**src/rtl/pc_fetch_unit.sv**
```systemverilog
// Two-state instruction fetch / PC sequencer: fetches one word, presents it to
// the decoder, then updates pc (sequential, jump, or Z/N-conditional branch).
//
//   state | meaning
//   ------+------------------------------------------------------------
//   FETCH | imem_req high at pc, waiting for imem_ack to load inst
//   EXEC  | inst valid to decoder; on stall=0 update pc, retire, refetch
module pc_fetch_unit (
    input  logic        clk,
    input  logic        rst,
    output logic        imem_req,
    output logic [15:0] imem_addr,
    input  logic        imem_ack,
    input  logic [15:0] imem_rdata,
    output logic [15:0] inst,
    output logic        inst_valid,
    input  logic        pl,
    input  logic        jb,
    input  logic        bc,
    input  logic        z_flag,
    input  logic        n_flag,
    input  logic [15:0] ra_data,
    input  logic        stall,
    output logic [15:0] pc,
    output logic [15:0] retired
);

    typedef enum logic {
        FETCH = 1'b0,
        EXEC  = 1'b1
    } state_t;

    state_t      state, state_nxt;
    logic [15:0] pc_nxt;
    logic [15:0] inst_nxt;
    logic [15:0] retired_nxt;
    logic [15:0] branch_ofs;
    logic        branch_cond;

    // 6-bit signed offset split across inst[8:6] and inst[2:0], relative to this pc
    assign branch_ofs  = {{10{inst[8]}}, inst[8:6], inst[2:0]};
    assign branch_cond = bc ? n_flag : z_flag;

    always_ff @(posedge clk) begin
        if (rst) begin
            state   <= FETCH;
            pc      <= 16'h0000;
            inst    <= 16'h0000;
            retired <= 16'h0000;
        end else begin
            state   <= state_nxt;
            pc      <= pc_nxt;
            inst    <= inst_nxt;
            retired <= retired_nxt;
        end
    end

    always_comb begin
        state_nxt   = state;
        pc_nxt      = pc;
        inst_nxt    = inst;
        retired_nxt = retired;
        imem_req    = 1'b0;
        inst_valid  = 1'b0;

        case (state)
            FETCH: begin
                imem_req = 1'b1;
                if (imem_ack) begin
                    inst_nxt  = imem_rdata;
                    state_nxt = EXEC;
                end
            end
            EXEC: begin
                inst_valid = 1'b1;
                if (!stall) begin
                    if (pl && jb)
                        pc_nxt = ra_data;
                    else if (pl && branch_cond)
                        pc_nxt = pc + branch_ofs;
                    else
                        pc_nxt = pc + 16'd1;
                    retired_nxt = retired + 16'd1;
                    state_nxt   = FETCH;
                end
            end
            default: state_nxt = FETCH;
        endcase
    end

    assign imem_addr = pc;

endmodule

```
**config.mk**
```make
export PLATFORM = sky130hd
export DESIGN_NAME = pc_fetch_unit
export DESIGN_NICKNAME = d
export VERILOG_FILES = /design/src/rtl/pc_fetch_unit.sv
export SDC_FILE = /design/constraint.sdc
export NUM_CORES = 1
export LEC_CHECK = 0
export ABC_AREA = 1
export BUFFER_PORTS_ARGS = -buffer_cell sky130_fd_sc_hd__buf_2
export CORE_ASPECT_RATIO = 0.7
export CORE_UTILIZATION = 25
export CTS_CLUSTER_DIAMETER = 150
export DETAILED_ROUTE_END_ITERATION = 10
export MAX_ROUTING_LAYER = met4
export SYNTH_ARGS = -nofsm -noshare
export SYNTH_HDL_FRONTEND = slang
export SYNTH_SLANG_ARGS = --single-unit
```
**constraint.sdc**
```tcl
create_clock -name clk -period 3.05 [get_ports clk]
set_input_delay 0 -clock clk [delete_from_list [all_inputs] [get_ports clk]]
set_output_delay 0 -clock clk [all_outputs]
set_load 0.05 [all_outputs]
```
# After elaboration in Yosys (flattened, before gate mapping)
# Index checks and enable logic that the tools add are counted.
dict set report word_totals {
  ff_bits 49
  in_bits 41
  out_inout_bits 66
  wordCells 21
}
dict set report op_classes {
  addsub 3
  mux 8
  bitwise_logic 2
  n_reduce_logical 4
}
# operator count
set op_table {}
lappend op_table {{adder 16 x 1 -> 16 bit, second input constant} 2}
lappend op_table {{2-to-1 mux 16 bit} 2}
lappend op_table {{adder 16 bit} 1}
lappend op_table {{2-to-1 mux 1 bit} 5}
lappend op_table {{AND reduction 2 bit} 2}
lappend op_table {{logical AND 1 bit} 2}
lappend op_table {{inverter 1 bit} 2}
lappend op_table {{one-hot mux 1 bit (2 select lines)} 1}

# Longest topological paths before layout
dict set report depth {
  depth_word 4
  depth_mapped 20
  ltp_nobuf 19
}

# Worst setup path before layout
# OpenSTA, ideal clock, no wires.
dict set report synth_path {
  path_type {flip-flop to flip-flop}
  start {register inst[0]}
  end {register pc[14], in the netlist imem_addr[14]}
  setup_ns 0.114
  t_arrival_ns 2.205
  t_required_ns 2.936
  path_slack_ns 0.731
  stages_incl_launch_ff 16
  n_path_buf 0
  period_less_slack_ns 2.319
  cell_sequence {dfxtp_1 > or2_2 > ha_1 > fa_1 > nand3_1 > nand2_1 > nand2_1 > nand3_1 > nand2_1 > inv_1 > nand3_1 > nand2_1 > nand2_1 > nand3_1 > nand2_1 > nand2_1}
}
dict set report synth_between {
  elab_chain_cells 3
}
# item line_no
set synth_lines {}
lappend synth_lines {{from (decl)} 15} ;# output logic [15:0] inst,
lappend synth_lines {{from (signal assigned)} 53} ;# inst <= inst_nxt;
lappend synth_lines {{adder 16 bit} 80} ;# pc_nxt = pc + branch_ofs;
lappend synth_lines {{2-to-1 mux 16 bit} 79} ;# else if (pl && branch_cond)
lappend synth_lines {{2-to-1 mux 16 bit} 77} ;# if (pl && jb)
lappend synth_lines {{to (signal assigned)} 52} ;# pc <= pc_nxt;
lappend synth_lines {{to (decl)} 24} ;# output logic [15:0] pc,
# Every way passes these cells.
# A chain may end at the register's enable or synchronous reset.

# Worst setup path in the final report
dict set report layout_path {
  start {register inst[0]}
  end {register pc[12], in the netlist imem_addr[12]}
}
# The elaborated chain is that of the path after synthesis.

==> key figures <==
Synth
  • Adder-cell share of the synthesized area: 3.23%
  • Top cells by area, synth: dfxtp_1, nand2_1, nor2_1, o21ai_0, inv_1
  • Gate count of the mapped netlist: 430
  • Mean post-synth cell area: 6.85 um^2
  • Yosys top cell by area: dfxtp_1
  • Xor and xnor area share after synthesis: 2.68%
  • Mux share of post-synthesis cell area: less than 1%
  • Cell area after synthesis: between 2000 and 3000 um^2
  • Synth warn: 0
  • Largest family of logic cells by synthesized area: simple AND/OR/NAND/NOR gates
  • Post-synthesis compound-gate area fraction: 16.1%
  • Sequential area share after synthesis: between 30% and 40%
  • Post-Synth Simple-Gate Area: 30.6%
  • Syn_nets: 478
  • Distinct cells, synth: 39
  • #FFs+latches synth: 49
  • Synth top area share: 33.3%

Clock tree
  • Htree depth: 2
  • Worst skew pair latency: 0.29 ns
  • Total CTS buffers: 5
  • CTS Sinks: 49
  • Clk root buf: clkbuf_16
  • CTS tree: done
  • Clock-pin slew on the worst setup and hold paths: approximately 0.07 ns
  • CTS resizes: 0
  • Clock tree buffer depth: 2

Global routing
  • Largest net degree at the start of global routing: 24
  • GR Layer Usage met1: 22.3%
  • Grt ovf: 0
  • Vias in the first global route: 2772
  • GRT met3 Usage: 2.68%
  • Initial antenna violation count: 0
  • Met2 Use GR: approximately a quarter
  • First-pass GRT wire length: 14700 um
  • Gr usage total: 15.7%
  • GR peak layer: met2

Setup path
  • CP arrival: 2.47 ns
  • CP Capture Point: imem_addr[12]
  • Largest delay contributor family on the critical path: simple AND/OR/NAND/NOR gates
  • CP endpoint kind: flop
  • Crit path launch type: flop
  • CP Class: reg2reg
  • Worst-case reg-to-reg path depth: 15
  • R2r startpoint: inst[0]
  • CP bufs+invs: 0
  • Worst path cell trace: or2_2 > ha_1 > fa_1 > nand3_1 > nand2_1 > nand2_1 > nand3_1 > nand2_1 > o21ai_2 > nand2_1 > nand2_1 > nand2_1 > nand3_1 > nand2_1 > nand2_1
  • Crit-path slowest cell: fa_1
  • Critical Path Stages: 15
  • CP startpoint: inst[0]
  • R2r endpoint: imem_addr[12]
  • WP data required: 3.24 ns
  • CP max FO: 3
  • CP most frequent cell: nand2_1
  • Largest stage delay, worst path: 0.41 ns
  • Internal reg-to-reg setup slack: 0.77 ns

Timing
  • Worst Slack Setup Final: 0.767 ns
  • Slew HR: a little over a third
  • Final setup fails: 0
  • Total negative slack: 0 ns
  • Slew Limit Fails: 0
  • Period utilisation layout: 74.8%
  • Fmax: about 0.44 GHz
  • Tmin final: ~2.3 ns
  • Unrepaired setup endpoints after global routing: no
  • Clock skew: 0.00545 ns
  • Fin. Hold Viols: 0
  • Worst-Margin Slew: 0.970 ns

Worst hold path
  • Hold path cells: 3
  • Worst Hold Class: in2reg

Cells and area
  • Area grow syn2layout: 30.7%
  • Layout cell share with drive strength beyond 1: 26.2%
  • Antenna diodes: 0
  • Commonest non-fill, non-tap cell in the layout: buf_2
  • # nets final: roughly 590
  • Most frequent cells in the layout: buf_2, nand2_1, nor2_1
  • Finished Layout Cells: 691

Placement
  • HPWL after DPL: just over 7000 um
  • Number of port buffers: 106
  • Routability Congestion: 0.856
  • Place WS: 0.632 ns
  • Placed cells: 665

Detailed routing
  • DR iter-0 viols: between 150 and 200
  • WL/cell: roughly 14 um
  • Routed Antenna Nets: 0
  • Total number of vias: roughly 3200
  • Final wirelength: roughly 9500 um
  • Drt drc: 0
  • 1st-pass router iterations: 5
  • Via/cell ratio: 4.61

Power and ir drop
  • Total Power: 1.64 mW
  • P per Cell Area: 426 nW/um^2
  • Leak pwr: 1.96 nW
  • Maximum vdd drop: around 0.00024 V

Flow run
  • Max-Cap Viols: 0

Floorplan
  • Area of the core: between 10000 and 15000 um^2
  • DIE WIDTH: 132 um
  • Row count: 32
  • Die Y: 92.8 um
  • I/O Pins: approximately 110
  • Initial Utilization: 26.2%
  • Die area: 12200 um^2

Outcome
  • Status: complete, no violations
==> kinds of logic (layout without fill, tap and decap cells) <==
group / after synthesis / count (layout)
simple gates: 195 / 195
xor+xnor: 9 / 9
mux: 2 / 2
fa+ha+maj: 7 / 7
compound gates: 84 / 84
flops: 49 / 49
buf+inv: 84 / 192
==> power by group <==
part | leakage [nW] | total, mW | internal [mW] | switching (mW)
Sequential | 0.400 | 0.694 | 0.667 | 0.0273
Clock | 0.0768 | 0.586 | 0.327 | 0.259
Combinational | 1.48 | 0.361 | 0.105 | 0.257
==> worst min-delay path: cells and delay by family <==
| family | cells | cell delay [ns] |
|---|---|---|
| compound gates | 2 | 0.17 |
| buf+inv | 1 | 0.07 |
==> stage by stage <==
stage / util [%] / instance area (um^2) / hold slack [ns]
after global placement: 31.3 / 3520 / 0.222
final: 34.2 / 3850 / 0.00145
after floorplan: - / 2950 / 0.135
after detailed placement: 31.3 / 3520 / 0.238
after CTS: 34.2 / 3850 / 0.000650
after global routing: 34.2 / 3850 / 0.0172
==> worst min-delay path by stage <==
| stage | startpoint | end |
|---|---|---|
| after global routing | rst | retired[4] |
| after global placement | imem_rdata[15] | inst[15] |
| after detailed placement | imem_rdata[15] | inst[15] |
| final | imem_rdata[1] | inst[1] |
| after floorplan | imem_rdata[15] | inst[15] |
| after CTS | rst | retired[15] |
==> cells in the mapped netlist, drive strengths merged <==
master and instances:
and3 1, nand2 84, o41ai 6, fa 1
inv 54, dfxtp 49, xor2 8, or2 2
mux2i 2, and2 1, clkbuf 10, o211ai 2
a22o 1, nor2 61, a21oi 22, ha 6
a41oi 1, nor3b 1, a311o 1, o21ai 46
buf 20, o22ai 3, nand3 22, nor3 6
o21a 2, nand4 17, xnor2 1
==> final cells by class <==
type	instances	area, um^2
flip-flops and latches	49	981
fillers	1249	7400
clock buffers	6	139
repair buffers	130	756
clock inverters	2	13.8
multi-input cells	297	1570
inverters	54	203
well taps	153	191
==> metal layers <==
metal	routed length, um	up-vias
met1	4890	1463
met5	0	-
met3	528	4
met4	31	0
met2	4020	107
li1	-	1612
==> flip-flops by register name (all words and copies together), names as in the netlist <==
name       cells
imem_addr     16
retired       16
state          1
inst          16
==> what timing repair did <==
action | 4_1_cts | 5_1_grt
hold buffers | 18 | 0
buffers inserted | 0 | 0
endpoints found under the hold margin | 18 | 0
Power figures use the tool's default switching activity.
